$ cat src/rtl/updown_mod_counter.sv
// updown_mod_counter: parametrised up/down modulo counter with wrap or saturate, load, clear,
// terminal count for cascading and registered wrap / load_err pulses
module updown_mod_counter #(
  parameter int unsigned WIDTH     = 4,
  parameter int unsigned MODULO    = 16,
  parameter bit          SATURATE  = 1'b0,
  parameter int unsigned RESET_VAL = 0
) (
  input  logic             clk,
  input  logic             reset,
  input  logic             en,
  input  logic             up_dn,
  input  logic             clr,
  input  logic             load,
  input  logic [WIDTH-1:0] load_val,
  output logic [WIDTH-1:0] count,
  output logic             tc,
  output logic             wrap,
  output logic             at_zero,
  output logic             load_err
);
  // one extra bit keeps MODULO = 2^WIDTH representable and the +1 free of overflow
  localparam logic [WIDTH:0] ONE   = 1;
  localparam logic [WIDTH:0] MOD_W = MODULO[WIDTH:0];
  localparam logic [WIDTH:0] TOP   = MOD_W - ONE;
  logic [WIDTH:0] cur, nxt, lv;
  logic           at_top, wrap_nx, err_nx;
  assign cur     = {1'b0, count};
  assign lv      = {1'b0, load_val};
  assign at_top  = cur == TOP;
  assign at_zero = count == '0;
  assign tc      = en && (up_dn ? at_top : at_zero);
  always_comb begin
    nxt     = cur;
    wrap_nx = 1'b0;
    err_nx  = 1'b0;
    if (clr) begin
      nxt = '0;
    end else if (load) begin
      err_nx = lv >= MOD_W;
      nxt    = err_nx ? TOP : lv;
    end else if (en && up_dn) begin
      if (!at_top) nxt = cur + ONE;
      else if (!SATURATE) begin
        nxt     = '0;
        wrap_nx = 1'b1;
      end
    end else if (en) begin
      if (!at_zero) nxt = cur - ONE;
      else if (!SATURATE) begin
        nxt     = TOP;
        wrap_nx = 1'b1;
      end
    end
  end
  always_ff @(posedge clk or negedge reset) begin
    if (!reset) begin
      count    <= RESET_VAL[WIDTH-1:0];
      wrap     <= 1'b0;
      load_err <= 1'b0;
    end else begin
      count    <= nxt[WIDTH-1:0];
      wrap     <= wrap_nx;
      load_err <= err_nx;
    end
  end
endmodule

$ cat config.mk
export PLATFORM = sky130hd
export DESIGN_NAME = updown_mod_counter
export DESIGN_NICKNAME = d
export VERILOG_FILES = /design/src/rtl/updown_mod_counter.sv
export SDC_FILE = /design/constraint.sdc
export NUM_CORES = 1
export LEC_CHECK = 0
export CORE_AREA = 2 2 39 41
export CTS_BUF_LIST = sky130_fd_sc_hd__clkbuf_8
export DETAILED_ROUTE_END_ITERATION = 12
export DIE_AREA = 0 0 41 43
export GPL_ROUTABILITY_DRIVEN = 0
export PLACE_DENSITY = 0.72
export SLEW_MARGIN = 20
export SYNTH_ARGS = -nofsm -noshare
export SYNTH_HDL_FRONTEND = slang
export SYNTH_SLANG_ARGS = --single-unit
$ cat constraint.sdc
create_clock -name clk -period 2.3 [get_ports clk]
set_input_delay 0.46 -clock clk [delete_from_list [all_inputs] [get_ports clk]]
set_output_delay 0.46 -clock clk [all_outputs]
set_load 0.005 [all_outputs]
-- Word-level counts from Yosys, hierarchy flattened
Index checks and enable logic that the tools add are counted.
- register bits after elaboration: 6
- bits of input ports: 10
- output and inout port bits: 8
- word-level logic and storage cells: 27
- add/subtract/negate cells: 2
- $lt $le $gt $ge: 1
- equal/unequal tests: 1
- muxes and demuxes: 16
- reductions and logical operators: 4
- operators with widths (kind ; count):
    $mux 4 ; 7
    $mux 1 ; 9
    $ge 4x5->1 const B ; 1
    $add 4x1->4 const B ; 1
    $eq 4x4->1 const B ; 1
    $logic_not 4->1 ; 1
    $reduce_bool 4->1 ; 1
    $sub 4x1->4 const B ; 1
    $logic_and 1x1->1 ; 2

-- Depth between registers and ports, before layout
Gate-level depths: netlist of the first run.
- word-level depth: 6
- depth in mapped cells: 6
- mapped depth without buffers: 6

-- Worst setup path after synthesis of the first run
Ideal clock, no wire load.
- path kind: reg2out
- from: register count[0]
- to: output tc
- data arrival time: 0.984 ns
- data required time: 1.840 ns
- setup slack: 0.856 ns
- stages on the path, launching flop included: 5
- buffers on the path: 0
- cell sequence: dfrtp_1 inv_1 ha_1 nand3_1 a21oi_2
- word-level cells in the longest chain between the ends: 3
- elaborated cells on any way between the ends: 4
- those cells by class: eq/ne: 1; mux: 1; reduce/logical: 2
- RTL lines (what ; RTL line ; RTL):
    start, declared ; 16 ; output logic [WIDTH-1:0] count,
    start signal, assigned ; 58 ; count <= RESET_VAL[WIDTH-1:0];
    start signal, assigned ; 62 ; count <= nxt[WIDTH-1:0];
    $eq 4x4->1 / $logic_not 4->1 (equally long branches) ; 30, 31 ;
    $mux 1 (*) ; 32 ; assign tc = en && (up_dn ? at_top : at_zero);
    $logic_and 1x1->1 (*) ; 32 ;
    end, declared ; 17 ; output logic tc,
Mark *: on every way between the ends. The rest lies on a longest branch, timed or not.

-- Worst setup path after layout of the first run
Ends and elaborated chain as after synthesis.

==> reports/results.ini, run 1 <==
[status]
outcome = completed

[placed_design]
detailed_place_hpwl_um = 757
numPortBuffers = 16

[sta]
fmax_mhz = 455
hold_slack_ns = 0.467
post-route-period-util_pct = 95.6
final.setup.tns_ns = 0
rsz0062_at_grt = no
setup_violations = 0
fin_worst_skew_ns = 0.000814
timing_hold_violations_final = 0
drv_slew = 0
fin_crit_ns = 2.20

[layout]
drive_above_1_share_pct = 21.6
nNetsFinal = 87
final_core_util_pct = 50.2
antenna_cells = 0
syn2layout_area_growth_pct = 39.8

[drt]
route.vias.total = 446
drt-wirelength-per-cell_um = 10.9
drtIter0Drc = 10
drt_first_pass_iters = 4
routed_wirelength_um = 985
ant_nets = 0
via_per_inst = 4.96
drcViolationCount = 0

[die]
core_sq_um = 1380
rows = 14
dieArea_sq_um = 1760
ios = 18
start_util_pct = 35.9
die_h_um = 43
die_x_um = 41

[cts]
cts_made_buffers = 3
insertion_delay_ns = 0.22
htree_num_levels = 1
cts_tree = built
cts_buffer_depth = 2
cts_sinks = 5
cts_hold_buf = 0
path_clk_slew_ns = 0.03
cts-root-buf = clkbuf_8

[pwr]
p_clk_share_pct = 41.2
swShare_pct = 26.9
power.net_switching_uw = 102
p_leak_nw = 0.324
intPower_uw = 275
p_comb_share_pct = 29.5
total_power_uw = 377
p_per_area_nw_per_um2 = 543
seqPwrFrac_pct = 29.3
vdd_drop_max_mv = 0.337

[critical_path]
path_cells = inv_1, ha_2, nand3_1, a21oi_2, clkdlybuf4s50_1
critPathMaxFanout = 5
crit_arrival_ns = 1.74
cp-end-kind = output port
cpPeakStageDelay_ns = 0.51
slowest_stage = clkdlybuf4s50_1
path_class = reg -> out
cp-start-kind = flip-flop
crit_required_ns = 1.84

[yosys]
syn_area_sq_um = 497
ys_types = 32
synth.yosys.seq_area_share_pct = 25.2
synthArstFlopShare_pct = 100
syn_inst = 57
ys.flop_type = dfrtp_1
syn-num-nets = 69
ys_ff_latch = 5
synth_edf_count = 0
synth_top_area_share_pct = 25.2
synth_area_leader_cell = dfrtp_1
yosys_warnings = 0
synthTopCellsByArea = dfrtp_1, buf_6, mux2i_1
syn_avg_cell_area_sq_um = 8.71

[job]
drv.max_cap_violation_count = 0

[global_route]
antenna_found_initial = 0
track_usage_pct = 13.3
grt_pass1_vias = 378
grt_pass1_wl_um = 1570
grt_overflow = 0
grt_max_degree = 11

[hold_path]
hp-class = in -> async

[repair_timing]
| item | CTS | global route |
|---|---|---|
| resized for setup | 1 | 2 |
| setup endpoints to repair | 1 | 1 |
| setup buffers | 0 | 1 |
[cell usage in the layout, fill, tap and decap left out, drive strengths merged]
cell / instances
clkdlybuf4s50: 15
inv: 8
a21oi: 5
dfrtp: 5
o21ai: 4
nand3: 3
mux2i: 3
nand2: 3
clkbuf: 3
buf: 3
nor2: 2
ha: 2
and2: 1
nand4: 1
nor3b: 1
xnor2: 1
nor2b: 1
and3b: 1
a211oi: 1
o211a: 1
and3: 1
nor4: 1
a21o: 1
a31oi: 1
o221ai: 1
a221oi: 1
xor2: 1
o21a: 1
conb: 1
dlygate4sd2: 1
[state kept, by name, summed over array words and instances (netlist names)]
register and cells:
count 4, wrap 1
[cells in the mapped netlist, types with 2 or more instances]
| cell type | n |
|---|---|
| nand2_1 | 3 |
| dfrtp_1 | 5 |
| a21oi_1 | 4 |
| o21ai_1 | 3 |
| nand3_1 | 3 |
| mux2i_1 | 3 |
| ha_1 | 2 |
| inv_1 | 7 |
| buf_4 | 2 |
| buf_6 | 3 |
[per-layer routing]
layer | part of all wire [%] | vias up | wire (um) | track usage, %
met5 | 0 | - | 0 | 0
li1 | - | 227 | - | -
met1 | 47 | 200 | 464 | 17.5
met4 | 0 | 0 | 0 | 10.0
met2 | 47 | 19 | 466 | 17.8
met3 | 5.5 | 0 | 54 | 3.14
[final timing paths]
check	cells after the start	start	slack, ns	to
max	5	count[0]	0.10	tc
min	1	reset	0.47	count[2]
max reg2reg	6	count[0]	0.86	count[1]
min reg2reg	2	count[0]	0.73	count[0]
max in group asynchronous	1	reset	1.62	count[0]
min in group clk	2	count[0]	0.73	count[0]
[cells by family (layout without fill, tap and decap cells)]
group / count (synthesis) / in the layout / share of synthesized area (%)
AOI/OAI and AO/OA: 16 / 16 / 23.9
buffers and inverters: 13 / 30 / 15.9
DFF: 5 / 5 / 25.2
xor gates and xnor gates: 2 / 2 / 3.53
muxes: 3 / 3 / 6.05
and+or+nand+nor: 15 / 15 / 19.6
adders and majority gates: 2 / 2 / 5.04
other: 1 / 1 / 0.755
[metrics by stage]
stage | cell area (sq um) | setup slack (ns) | std cells
after floorplan | 497 | 0.856 | 57
after global placement | 639 | -0.0293 | 85
after detailed placement | 639 | -0.0479 | 85
after CTS | 683 | 0.0127 | 89
after global routing | 694 | 0.0262 | 90
final | 694 | 0.102 | 90
[cell type report]
cell class | count | area, sq um
Tap cell | 16 | 20.0
Clock inverter | 1 | 3.75
Clock buffer | 3 | 41.3
Multi-Input combinational cell | 39 | 295
Sequential cell | 5 | 126
Timing Repair Buffer | 19 | 181
Fill cell | 133 | 689
Inverter | 7 | 26.3
[power by group through the flow]
stage                     combinational (mW)  sequential [mW]  clock [mW]
after floorplan                       0.0772            0.103           0
after global placement                 0.107            0.112           0
after detailed placement               0.108            0.112           0
after CTS                              0.108            0.111       0.160
after global routing                   0.124            0.112       0.164
final                                  0.111            0.110       0.155
[worst max-delay path, delay by kind of cell, from the launching register on]
family	cells	cell delay, ns
buffers and inverters	2	0.61
AND/OR/NAND/NOR	1	0.10
AO/OA/AOI/OAI	1	0.16
flip-flops	1	0.42
adder cells (fa/ha/maj)	1	0.22
Power figures use the tool's default switching activity.
==> inputs of run 2 (changes only) <==
--- a/config.mk
+++ b/config.mk
@@ -11,6 +11,7 @@
 export DIE_AREA = 0 0 41 43
 export GPL_ROUTABILITY_DRIVEN = 0
 export PLACE_DENSITY = 0.72
+export SKIP_LAST_GASP = 1
 export SLEW_MARGIN = 20
 export SYNTH_ARGS = -nofsm -noshare
 export SYNTH_HDL_FRONTEND = slang
==> results of run 2 <==
The final DEF is identical to that of run 1; final timing and power are the same.
